<file path="src/rtl/snes_pad_emulator.sv">
// rtl/snes_pad_emulator.sv - SNES controller device-side serial emulator
module snes_pad_emulator #(
    parameter int SYNC_STAGES    = 2,
    parameter int TIMEOUT_CYCLES = 4096
) (
    input  logic        clk_166MHz,
    input  logic        reset,
    input  logic        latch_in,
    input  logic        sclk_in,
    input  logic [11:0] buttons,
    output logic        data_out,
    output logic        busy,
    output logic        frame_done,
    output logic        timeout
);

    localparam int IDLE_W = $clog2(TIMEOUT_CYCLES + 1);
    localparam logic [IDLE_W-1:0] IDLE_LAST = IDLE_W'(TIMEOUT_CYCLES - 1);
    localparam logic [IDLE_W-1:0] IDLE_MAX  = IDLE_W'(TIMEOUT_CYCLES);
    localparam logic [4:0]        LAST_BIT  = 5'd15;
    localparam logic [4:0]        FULL_CNT  = 5'd16;

    typedef enum logic [1:0] {
        ST_IDLE,
        ST_LATCHED,
        ST_SHIFT,
        ST_DONE
    } state_t;

    state_t state, state_n;

    logic [SYNC_STAGES-1:0] latch_sync;
    logic [SYNC_STAGES-1:0] sclk_sync;
    logic                   latch_s;
    logic                   sclk_s;
    logic                   latch_d;
    logic                   sclk_d;
    logic                   latch_rise;
    logic                   latch_fall;
    logic                   sclk_rise;

    logic [15:0]       shift_reg, shift_n;
    logic [4:0]        bit_cnt, bit_cnt_n;
    logic [IDLE_W-1:0] idle_cnt, idle_cnt_n;
    logic              frame_done_n;
    logic              timeout_n;
    logic              data_out_n;
    logic [15:0]       frame_word;

    // Pressed buttons go out as 0; the four trailing ID bits are always 1.
    assign frame_word = {~buttons, 4'b1111};

    // Pin synchronizers plus one delayed copy for edge detection; reset to 1 so idle-high sclk never fakes an edge.
    always_ff @(posedge clk_166MHz) begin
        if (reset) begin
            latch_sync <= '1;
            sclk_sync  <= '1;
            latch_d    <= 1'b1;
            sclk_d     <= 1'b1;
        end else begin
            latch_sync <= {latch_sync[SYNC_STAGES-2:0], latch_in};
            sclk_sync  <= {sclk_sync[SYNC_STAGES-2:0], sclk_in};
            latch_d    <= latch_s;
            sclk_d     <= sclk_s;
        end
    end

    assign latch_s    = latch_sync[SYNC_STAGES-1];
    assign sclk_s     = sclk_sync[SYNC_STAGES-1];
    assign latch_rise = latch_s & ~latch_d;
    assign latch_fall = ~latch_s & latch_d;
    assign sclk_rise  = sclk_s & ~sclk_d;

    // FSM and datapath registers.
    always_ff @(posedge clk_166MHz) begin
        if (reset) begin
            state      <= ST_IDLE;
            shift_reg  <= 16'hFFFF;
            bit_cnt    <= 5'd0;
            idle_cnt   <= '0;
            frame_done <= 1'b0;
            timeout    <= 1'b0;
            data_out   <= 1'b1;
        end else begin
            state      <= state_n;
            shift_reg  <= shift_n;
            bit_cnt    <= bit_cnt_n;
            idle_cnt   <= idle_cnt_n;
            frame_done <= frame_done_n;
            timeout    <= timeout_n;
            data_out   <= data_out_n;
        end
    end

    // Next-state logic; a latch rising edge overrides every other event, including a coincident sclk edge.
    always_comb begin
        state_n      = state;
        shift_n      = shift_reg;
        bit_cnt_n    = bit_cnt;
        idle_cnt_n   = idle_cnt;
        frame_done_n = 1'b0;
        timeout_n    = 1'b0;

        if (latch_rise) begin
            state_n    = ST_LATCHED;
            shift_n    = frame_word;
            bit_cnt_n  = 5'd0;
            idle_cnt_n = '0;
        end else begin
            case (state)
                ST_IDLE: begin
                    bit_cnt_n  = 5'd0;
                    idle_cnt_n = '0;
                end
                ST_LATCHED: begin
                    // Transparent: the word captured is whatever is present when the latch drops.
                    shift_n = frame_word;
                    if (latch_fall) begin
                        state_n    = ST_SHIFT;
                        bit_cnt_n  = 5'd0;
                        idle_cnt_n = '0;
                    end
                end
                ST_SHIFT: begin
                    if (sclk_rise) begin
                        shift_n    = {shift_reg[14:0], 1'b0};
                        idle_cnt_n = '0;
                        if (bit_cnt >= LAST_BIT) begin
                            bit_cnt_n    = FULL_CNT;
                            state_n      = ST_DONE;
                            frame_done_n = 1'b1;
                        end else begin
                            bit_cnt_n = bit_cnt + 5'd1;
                        end
                    end else if (idle_cnt == IDLE_LAST) begin
                        // Host stopped clocking: abandon the frame.
                        state_n    = ST_IDLE;
                        timeout_n  = 1'b1;
                        bit_cnt_n  = 5'd0;
                        idle_cnt_n = '0;
                    end else if (idle_cnt != IDLE_MAX) begin
                        idle_cnt_n = idle_cnt + IDLE_W'(1);
                    end
                end
                ST_DONE: begin
                    idle_cnt_n = '0;
                end
                default: begin
                    state_n = ST_IDLE;
                end
            endcase
        end
    end

    // Serial output for the following cycle: idle high, current MSB while framing, low once the frame is complete.
    always_comb begin
        data_out_n = 1'b1;
        case (state)
            ST_IDLE:    data_out_n = 1'b1;
            ST_LATCHED: data_out_n = shift_reg[15];
            ST_SHIFT:   data_out_n = shift_reg[15];
            ST_DONE:    data_out_n = 1'b0;
            default:    data_out_n = 1'b1;
        endcase
    end

    assign busy = (state == ST_LATCHED) || (state == ST_SHIFT);

endmodule

</file>
<file path="config.mk">
export PLATFORM = sky130hd
export DESIGN_NAME = snes_pad_emulator
export DESIGN_NICKNAME = d
export VERILOG_FILES = /design/src/rtl/snes_pad_emulator.sv
export SDC_FILE = /design/constraint.sdc
export NUM_CORES = 1
export LEC_CHECK = 0
export ABC_AREA = 0
export CORE_ASPECT_RATIO = 0.6
export CORE_MARGIN = 2
export CORE_UTILIZATION = 56
export DETAILED_ROUTE_END_ITERATION = 7
export PLACE_DENSITY = 0.78
export SLEW_MARGIN = 20
export SYNTH_ARGS = -nofsm -noshare
export SYNTH_HDL_FRONTEND = slang
export SYNTH_SLANG_ARGS = --single-unit
</file>
<file path="constraint.sdc">
create_clock -name clk_166MHz -period 2.8 [get_ports clk_166MHz]
set_input_delay 0.28 -clock clk_166MHz [delete_from_list [all_inputs] [get_ports clk_166MHz]]
set_output_delay 0.28 -clock clk_166MHz [all_outputs]
set_load 0.03 [all_outputs]
</file>
==> results.sh, run 1 <==
export IMPL_h_tree_depth=2
export IMPL_synth_seq_cells=45
export IMPL_seqCellArea_um2=901
export IMPL_worstMarginPinSlew_ps=697
export IMPL_power_density_nw_per_um2=683
export IMPL_relSlewSlack_pct=53.4
export IMPL_drt_vias_per_instance=6.06
export IMPL_routed_via_count=1892
export IMPL_hold_violations=0
export IMPL_final_common_cell="dfxtp_1"
export IMPL_peakVddDrop_mv=0.357
export IMPL_synthesis_instances=246
export IMPL_place_congestion=0.926
export IMPL_cts_tree="yes"
export IMPL_drt_iter0_markers=176
export IMPL_antenna_found_initial=0
export IMPL_synth_top_area_cell="dfxtp_1"
export IMPL_detail_route_antenna_nets=0
export IMPL_synthTopCellsByArea="dfxtp_1 (42%), ha_1 (5.8%), a211oi_1 (4.9%)"
export IMPL_grt_pass1_wl_um=7800
export IMPL_clock_latency_ps=300
export IMPL_fin_hold_ws_ps=412
export IMPL_totalWireLength_um=4590
export IMPL_p_sw_mw=0.526
export IMPL_ios=20
export IMPL_syn_num_nets=272
export IMPL_hp_class="flip-flop to flip-flop"
export IMPL_ys_seq_area_share_pct=42.0
export IMPL_dp_cells=304
export IMPL_ys_warn_count=0
export IMPL_grt_usage_pct=23.1
export IMPL_grt_pass1_vias=1593
export IMPL_status="finished, final reports clean"
export IMPL_clock_path_buffers=2
export IMPL_placed_cell_area_um2=2380
export IMPL_clock_sinks=45
export IMPL_die_w_um=83.9
export IMPL_post_cts_setup_buffers=0
export IMPL_rows=17
export IMPL_place_hpwl_um=3270
export IMPL_wl_per_cell_um=14.7
export IMPL_drv_slew=0
export IMPL_final_cell_mix="dfxtp_1 (45), nor2_1 (28), nand2_1 (20)"
export IMPL_finClkSkew_ps=7.30
export IMPL_critPathMaxFanout=5
export IMPL_async_flop_share_pct=0
export IMPL_p_clk_share_pct=29.4
export IMPL_start_util_pct=58.3
export IMPL_cts_made_buffers=5
export IMPL_grt_ovfl_total=0
export IMPL_rsz0062_at_grt="false"
export IMPL_coreArea_um2=3680
export IMPL_hold_buffers=0
export IMPL_cap_viol_max_count=0
export IMPL_grt_max_degree=25
export IMPL_leakage_nw=0.922
export IMPL_ys_types=45
export IMPL_drc_errors=0
export IMPL_multi_input_area_um2=1170
export IMPL_fin_cells=312
export IMPL_crit_type="flip-flop to flip-flop"
export IMPL_finalSetupViolations=0
export IMPL_finalInstanceArea_um2=2490
export IMPL_die_h_um=52.0
export IMPL_synth_edff_count=0
export IMPL_timing_fmax_mhz=446
export IMPL_drive_above_1_share_pct=9.06
export IMPL_end_kind="flip-flop"
export IMPL_portBuffers=19
export IMPL_synth_area_per_cell_um2=8.73
export IMPL_syn_to_final_growth_pct=16.1
export IMPL_power_mw=1.70
export IMPL_n_fill_cell=305
export IMPL_netlist_area_um2=2150
export IMPL_nets=290
export IMPL_fin_crit_ps=2240
export IMPL_tns_ps=0
export IMPL_p_seq_share_pct=44.1
export IMPL_critPathArrivalTime_ps=2410
export IMPL_cts_root_buf="clkbuf_8"
export IMPL_first_pass_iters=5
export IMPL_synth_top_area_share_pct=42.0
export IMPL_die_area_um2=4360
export IMPL_finalCritPeriodShare_pct=80.2
export IMPL_netSwitchingFraction_pct=30.9
export IMPL_clk_pin_slew_worst_paths_ps=80
export IMPL_p_int_mw=1.18
export IMPL_largest_reg_flops=16
export IMPL_startpoint_type="flip-flop"
export IMPL_comb_power_share_pct=26.4
export IMPL_diodes=0
export IMPL_worstPathRequired_ps=2960
export IMPL_cts_resized=0
export IMPL_ys_flop_type="dfxtp_1"
cell type report:
type,count,area share [%]
Timing Repair Buffer,21,8.23
Tap cell,47,2.36
Clock buffer,7,3.46
Multi-Input combinational cell,179,46.8
Sequential cell,45,36.1
Inverter,12,1.81
Clock inverter,1,1.20
cells in the mapped netlist, types with 2 or more instances:
library cell / number
nand2_1: 20
nor3_1: 7
dfxtp_1: 45
nand3_1: 5
nor4_1: 5
o21ai_0: 6
a31oi_1: 2
nand3b_1: 4
or4_1: 2
nor2_1: 28
a41oi_1: 3
mux2i_1: 2
a211oi_1: 14
a21oi_1: 9
clkbuf_1: 9
and2_1: 2
nor4b_1: 2
or4_4: 2
xor2_1: 3
nand4_1: 4
nor2b_1: 2
a22oi_1: 2
nand2b_1: 3
and3_1: 6
ha_1: 10
or2_2: 7
inv_1: 12
o21a_1: 2
a211o_1: 12
power by group through the flow:
stage | Clock, mW | Sequential [mW] | Combinational (mW)
4_1_cts | 0.515 | 0.751 | 0.445
3_3_place_gp | 0 | 0.764 | 0.435
6_report | 0.501 | 0.752 | 0.450
2_1_floorplan | 0 | 0.757 | 0.325
5_1_grt | 0.539 | 0.761 | 0.495
3_5_place_dp | 0 | 0.765 | 0.438
cells by family after synthesis:
logic type	Yosys count	synth area share, %
xor gates and xnor gates	4	1.63
DFF	45	42.0
AOI/OAI and AO/OA	59	20.1
muxes	2	0.932
and+or+nand+nor	104	25.6
buffers and inverters	22	3.90
adders and majority gates	10	5.83
path summary, 6_finish.rpt:
kind                       startpoint                        to  slack (ps)  cells past startpoint
max          idle_cnt[1]$_SDFFE_PP0P_     state[0]$_SDFFE_PP0P_         560                      6
min          latch_sync[0]$_SDFF_PP1_  latch_sync[1]$_SDFF_PP1_         410                      1
max reg2reg  idle_cnt[1]$_SDFFE_PP0P_     state[0]$_SDFFE_PP0P_         560                      6
min reg2reg  latch_sync[0]$_SDFF_PP1_  latch_sync[1]$_SDFF_PP1_         410                      1
worst max-delay path, stage by stage, from the launching register on:
cell       delay, ps
dfxtp_1          390
ha_1             280
nand2_2          110
nor4_2           520
o221ai_1         250
a2111oi_0        430
a211oi_1         120
metal layers:
layer	track usage, %	part of all wire [%]	vias up
li1	-	-	933
met1	36.0	53	876
met2	30.0	38	76
met3	6.19	8.6	7
met4	7.53	1.1	0
met5	0	0	-
through the flow:
stage | util, % | worst slack (ps)
floorplan | - | 807
global placement | 64.6 | 667
detailed placement | 64.6 | 661
CTS | 67.8 | 616
global route | 67.8 | 459
finish | 67.8 | 555
No activity file was read; power rests on OpenSTA's default activity.
==> inputs of run 2 (changes only) <==
CORE_UTILIZATION = 51   (was 56)
PLACE_DENSITY = 0.75   (was 0.78)
clock period = 1.8 ns   (was 2.8 ns; I/O delays follow)
==> results.sh, run 2 (same netlist as run 1, synthesis figures left out) <==
export IMPL_crit_type="flip-flop to flip-flop"
export IMPL_relSlewSlack_pct=74.6
export IMPL_ios=20
export IMPL_cpMostUsedCell="ha_4"
export IMPL_wl_per_cell_um=14.1
export IMPL_power_density_nw_per_um2=1000
export IMPL_grt_pass1_wl_um=8200
export IMPL_placed_cell_area_um2=2660
export IMPL_reg2reg_slack_ps=-30
export IMPL_worst_slack_ps=-32.5
export IMPL_drive_above_1_share_pct=26.2
export IMPL_rows=18
export IMPL_antenna_found_initial=0
export IMPL_finalInstanceArea_um2=2890
export IMPL_die_h_um=54.3
export IMPL_die_area_um2=4760
export IMPL_coreArea_um2=4080
export IMPL_portBuffers=19
export IMPL_rsz0062_at_grt="true"
export IMPL_final_cell_mix="dfxtp_1 (36), buf_4 (29), nor2_1 (27)"
export IMPL_power_mw=2.89
export IMPL_finClkSkew_ps=7.38
export IMPL_syn_to_final_growth_pct=34.6
export IMPL_drc_errors=0
export IMPL_hold_violations=0
export IMPL_diodes=0
export IMPL_drt_vias_per_instance=5.47
export IMPL_grt_ovfl_total=0
export IMPL_first_pass_iters=4
export IMPL_cts_root_buf="clkbuf_8"
export IMPL_utilization_pct=70.9
export IMPL_clk_pin_slew_worst_paths_ps=90
export IMPL_drv_slew=0
export IMPL_finalSetupViolations=3
export IMPL_grt_usage_pct=22.9
export IMPL_timing_fmax_mhz=546
export IMPL_h_tree_depth=2
export IMPL_post_cts_setup_buffers=0
export IMPL_critPathMaxFanout=4
export IMPL_nets=319
export IMPL_clock_sinks=45
export IMPL_finalCritPeriodShare_pct=102
export IMPL_max_stage_delay_ps=560
export IMPL_worstPathRequired_ps=1980
export IMPL_end_kind="flip-flop"
export IMPL_hold_depth=1
export IMPL_failed_checks="negative setup slack"
export IMPL_crit_buf_inv=0
export IMPL_hold_buffers=0
export IMPL_worstMarginPinSlew_ps=377
export IMPL_cap_viol_max_count=0
export IMPL_seqCellArea_um2=912
export IMPL_timing_rr_end="state[0]$_SDFFE_PP0P_"
export IMPL_cts_made_buffers=5
export IMPL_rr_worst_depth=7
export IMPL_startpoint_type="flip-flop"
export IMPL_start_util_pct=52.7
export IMPL_place_hpwl_um=3570
export IMPL_cts_tree="yes"
export IMPL_drt_iter0_markers=173
export IMPL_fin_hold_ws_ps=413
export IMPL_multi_input_area_um2=1290
export IMPL_grt_max_degree=25
export IMPL_routed_via_count=1938
export IMPL_r2r_start="bit_cnt[0]$_SDFFE_PP0P_"
export IMPL_hp_class="flip-flop to flip-flop"
export IMPL_n_fill_cell=295
export IMPL_critPathSlowestCell="or4_4"
export IMPL_place_congestion=0.945
export IMPL_min_to="sclk_sync[1]$_SDFF_PP1_"
export IMPL_largest_reg_flops=16
export IMPL_totalWireLength_um=4980
export IMPL_grt_pass1_vias=1699
export IMPL_fin_crit_ps=1830
export IMPL_min_from="sclk_sync[0]$_SDFF_PP1_"
export IMPL_crit_chain="ha_4 > and3_4 > ha_4 > or4_4 > o221ai_4 > a22o_1 > a211oi_1"
export IMPL_final_common_cell="dfxtp_1"
export IMPL_pre_cts_ws_ps=-63.0
export IMPL_die_w_um=87.8
export IMPL_critPathArrivalTime_ps=2010
export IMPL_detail_route_antenna_nets=0
export IMPL_peakVddDrop_mv=0.524
export IMPL_crit_family="simple AND/OR/NAND/NOR gates"
export IMPL_leakage_nw=1.13
export IMPL_clock_path_buffers=2
export IMPL_status="complete, but fails checks"
export IMPL_clock_latency_ps=290
## run 2: cell types whose count changed in the layout (fill, tap and decap cells not counted), moves of 2 or more
| cell | previous run | this run |
|---|---|---|
| and3_4 | 0 | 2 |
| dfxtp_2 | 0 | 9 |
| buf_4 | 2 | 29 |
| buf_12 | 0 | 2 |
| and3_1 | 6 | 4 |
| ha_4 | 0 | 3 |
| ha_1 | 10 | 7 |
| dfxtp_1 | 45 | 36 |
| nor4b_1 | 2 | 0 |
## run 2: layout make-up
| type | count | area share [%] |
|---|---|---|
| Clock buffer | 7 | 2.99 |
| Clock inverter | 1 | 1.04 |
| Inverter | 12 | 1.56 |
| Multi-Input combinational cell | 179 | 44.8 |
| Sequential cell | 45 | 31.6 |
| Tap cell | 60 | 2.60 |
| Timing Repair Buffer | 50 | 15.5 |
## run 2: repair_timing
item	4_1_cts	5_1_grt
pin swaps	3	5
gates resized for setup	8	22
endpoints found under the setup margin	9	29
## run 2: how the worst max path moves through the flow
| stage | from | slack, ps | to | cells past startpoint |
|---|---|---|---|---|
| global placement | idle_cnt[0]$_SDFFE_PP0P_ | -30 | bit_cnt[3]$_SDFFE_PP0P_ | 6 |
| CTS | bit_cnt[0]$_SDFFE_PP0P_ | 0.5 | state[0]$_SDFFE_PP0P_ | 7 |
| finish | bit_cnt[0]$_SDFFE_PP0P_ | -30 | state[0]$_SDFFE_PP0P_ | 7 |
| floorplan | state[0]$_SDFFE_PP0P_ | -20 | idle_cnt[3]$_SDFFE_PP0P_ | 7 |
| global route | state[0]$_SDFFE_PP0P_ | -90 | shift_reg[11]$_SDFFE_PP1P_ | 9 |
| detailed placement | idle_cnt[0]$_SDFFE_PP0P_ | -60 | idle_cnt[9]$_SDFFE_PP0P_ | 8 |
## run 2: through the flow
stage	cells	TNS [ps]
after floorplan	246	-21.8
after global placement	346	-28.0
after detailed placement	346	-191
after CTS	354	0
after global routing	354	-1290
final	354	-52.4
## run 2: worst reg2reg max path, cell delays in order (launching register included)
cell	delay [ps]
dfxtp_2	340
ha_4	160
and3_4	180
ha_4	150
or4_4	560
o221ai_4	110
a22o_1	160
a211oi_1	60
## run 2: report_power, final
part	internal [mW]	switching, mW	leakage [nW]
clock network	0.453	0.341	0.0585
logic	0.449	0.480	0.698
registers	1.10	0.0654	0.371
total	2.01	0.887	1.13
## run 2: layer usage
| layer | GRT usage, % | wire length [µm] |
|---|---|---|
| met1 | 35.0 | 2690 |
| met3 | 7.24 | 288 |
| met2 | 31.3 | 1970 |
| met4 | 3.85 | 38 |
| met5 | 0 | 0 |
==> inputs of run 3 (changes only) <==
ABC_AREA = 1   (was 0)
CORE_UTILIZATION = 52   (was 51)
GPL_TIMING_DRIVEN = 1   (was not set)
==> results.sh, run 3 <==
export IMPL_peakVddDrop_mv=0.532
export IMPL_largest_reg_flops=16
export IMPL_ys_flop_type="dfxtp_1"
export IMPL_critPathSlowestCell="dlygate4sd2_1"
export IMPL_ys_types=31
export IMPL_cts_root_buf="clkbuf_8"
export IMPL_coreArea_um2=4640
export IMPL_place_congestion=0.946
export IMPL_wl_per_cell_um=12.5
export IMPL_die_area_um2=5460
export IMPL_die_h_um=58.0
export IMPL_p_seq_share_pct=39.9
export IMPL_r2r_start="bit_cnt[0]$_SDFFE_PP0P_"
export IMPL_timing_fmax_mhz=586
export IMPL_hold_depth=1
export IMPL_worstMarginPinSlew_ps=496
export IMPL_h_tree_depth=2
export IMPL_cts_tree="yes"
export IMPL_max_stage_delay_ps=400
export IMPL_synthesis_instances=367
export IMPL_reg2reg_slack_ps=140
export IMPL_start_util_pct=54.6
export IMPL_grt_pass1_vias=2059
export IMPL_nets=422
export IMPL_drive_above_1_share_pct=13.4
export IMPL_clock_path_buffers=2
export IMPL_grt_usage_pct=22.7
export IMPL_min_to="sclk_sync[1]$_SDFF_PP1_"
export IMPL_rows=19
export IMPL_rsz0062_at_grt="false"
export IMPL_hold_violations=0
export IMPL_clock_latency_ps=300
export IMPL_detail_route_antenna_nets=0
export IMPL_end_kind="output port"
export IMPL_synth_top_area_cell="dfxtp_1"
export IMPL_synth_top_area_share_pct=35.6
export IMPL_routed_via_count=2365
export IMPL_grt_max_degree=25
export IMPL_clock_sinks=45
export IMPL_die_w_um=94.1
export IMPL_dp_cells=450
export IMPL_final_common_cell="nand2_1"
export IMPL_power_mw=3.05
export IMPL_grt_pass1_wl_um=9630
export IMPL_rr_worst_depth=11
export IMPL_p_int_mw=1.97
export IMPL_timing_rr_end="bit_cnt[3]$_SDFFE_PP0P_"
export IMPL_final_cell_mix="nand2_1 (96), inv_1 (47), nor2_1 (45)"
export IMPL_syn_to_final_growth_pct=17.4
export IMPL_yosys_top_cells_count="nand2_1 (96), inv_1 (47), nor2_1 (47)"
export IMPL_fin_cells=460
export IMPL_diodes=0
export IMPL_p_clk_share_pct=26.3
export IMPL_p_sw_mw=1.08
export IMPL_drt_vias_per_instance=5.14
export IMPL_tns_ps=0
export IMPL_hold_buffers=0
export IMPL_fin_crit_ps=1710
export IMPL_worstPathRequired_ps=1620
export IMPL_clk_pin_slew_worst_paths_ps=80
export IMPL_first_pass_iters=5
export IMPL_cap_viol_max_count=0
export IMPL_cts_made_buffers=5
export IMPL_ys_warn_count=0
export IMPL_power_density_nw_per_um2=1030
export IMPL_drc_errors=0
export IMPL_synth_seq_cells=45
export IMPL_ys_seq_area_share_pct=35.6
export IMPL_place_hpwl_um=4300
export IMPL_finalCritPeriodShare_pct=94.8
export IMPL_drv_slew=0
export IMPL_relSlewSlack_pct=66.9
export IMPL_startpoint="state[0]$_SDFFE_PP0P_"
export IMPL_crit_chain="inv_1 > ha_1 > inv_1 > dlygate4sd2_1"
export IMPL_utilization_pct=64.1
export IMPL_netSwitchingFraction_pct=35.5
export IMPL_drt_iter0_markers=234
export IMPL_totalWireLength_um=5750
export IMPL_synth_area_per_cell_um2=6.90
export IMPL_async_flop_share_pct=0
export IMPL_critPathArrivalTime_ps=1530
export IMPL_portBuffers=19
export IMPL_synthMostInstantiatedCell="nand2_1"
export IMPL_grt_ovfl_total=0
export IMPL_crit_type="flip-flop to output port"
export IMPL_syn_num_nets=393
export IMPL_finalSetupViolations=0
export IMPL_comb_power_share_pct=33.8
export IMPL_leakage_nw=1.38
export IMPL_synth_edff_count=0
export IMPL_cpMostUsedCell="inv_1"
export IMPL_critPathMaxFanout=4
export IMPL_min_from="sclk_sync[0]$_SDFF_PP1_"
export IMPL_antenna_found_initial=0
export IMPL_hp_class="flip-flop to flip-flop"
export IMPL_status="finished, final reports clean"
export IMPL_startpoint_type="flip-flop"
export IMPL_finClkSkew_ps=5.98
export IMPL_synthTopCellsByArea="dfxtp_1 (36%), nand2_1 (14%), inv_1 (7.0%)"
export IMPL_netlist_area_um2=2530
export IMPL_ios=20
## run 3: cell count changes in the layout (fill, tap and decap cells not counted), moves of 12 or more
cell and delta:
o211ai_1 +12, nor2_1 +18, a211o_1 -12, nand2_1 +76
inv_1 +35, nand3_1 +30, buf_4 -17, a211oi_1 -14
## run 3: kinds of logic (layout without fill, tap and decap cells)
| logic type | count (synthesis) | after routing | share of synthesized area [%] |
|---|---|---|---|
| AOI/OAI and AO/OA | 31 | 31 | 8.01 |
| xor gates and xnor gates | 3 | 3 | 1.04 |
| adders and majority gates | 10 | 10 | 4.94 |
| buffers and inverters | 64 | 94 | 9.89 |
| DFF | 45 | 45 | 35.6 |
| and+or+nand+nor | 214 | 214 | 40.5 |
## run 3: worst max-delay path by stage
stage / to / slack (ps) / cells past startpoint
5_1_grt: state[0]$_SDFFE_PP0P_ / 9 / 11
3_3_place_gp: busy / 160 / 4
3_5_place_dp: shift_reg[13]$_SDFFE_PP1P_ / 130 / 9
2_1_floorplan: idle_cnt[0]$_SDFFE_PP0P_ / 280 / 9
4_1_cts: busy / 90 / 4
6_report: busy / 90 / 4
## run 3: area by class of cell
cell class                      count  area [µm²]
Clock buffer                        6        82.6
Tap cell                           63        78.8
Sequential cell                    45         902
Inverter                           55         206
Clock inverter                      2        37.5
Timing Repair Buffer               31         279
Fill cell                         421        1660
Multi-Input combinational cell    258        1390
## run 3: timing repair
action,in CTS,in global routing
resized for setup,1,3
hold endpoints to repair,0,0
setup endpoints to repair,1,7
setup buffers,0,2
## run 3: metrics by stage
stage / cell area (µm²) / hold slack (ps) / setup slack [ps]
final: 2970 / 412 / 94.0
after CTS: 2950 / 413 / 89.9
after global placement: 2830 / 392 / 162
after detailed placement: 2830 / 393 / 126
after global routing: 2970 / 442 / 8.71
after floorplan: 2530 / 280 / 280
## run 3: critical path: cells and delay by family, from the launching register on
family | cells | cell delay, ps
adder cells (fa/ha/maj) | 1 | 290
flip-flops | 1 | 390
buffers and inverters | 3 | 560
## run 3: power groups by stage
| stage | Clock [mW] | Sequential (mW) | Combinational (mW) |
|---|---|---|---|
| floorplan | 0 | 1.23 | 0.757 |
| global placement | 0 | 1.23 | 0.988 |
| detailed placement | 0 | 1.24 | 1.01 |
| CTS | 0.814 | 1.22 | 1.01 |
| global route | 0.852 | 1.23 | 1.16 |
| finish | 0.801 | 1.22 | 1.03 |
## run 3: layer usage
layer / up-vias / part of all wire [%] / track usage (%)
met5: - / 0 / 0
met4: 0 / 0.77 / 5.80
met3: 4 / 8.2 / 5.59
met2: 91 / 40 / 31.5
met1: 1045 / 51 / 34.8
li1: 1225 / - / -
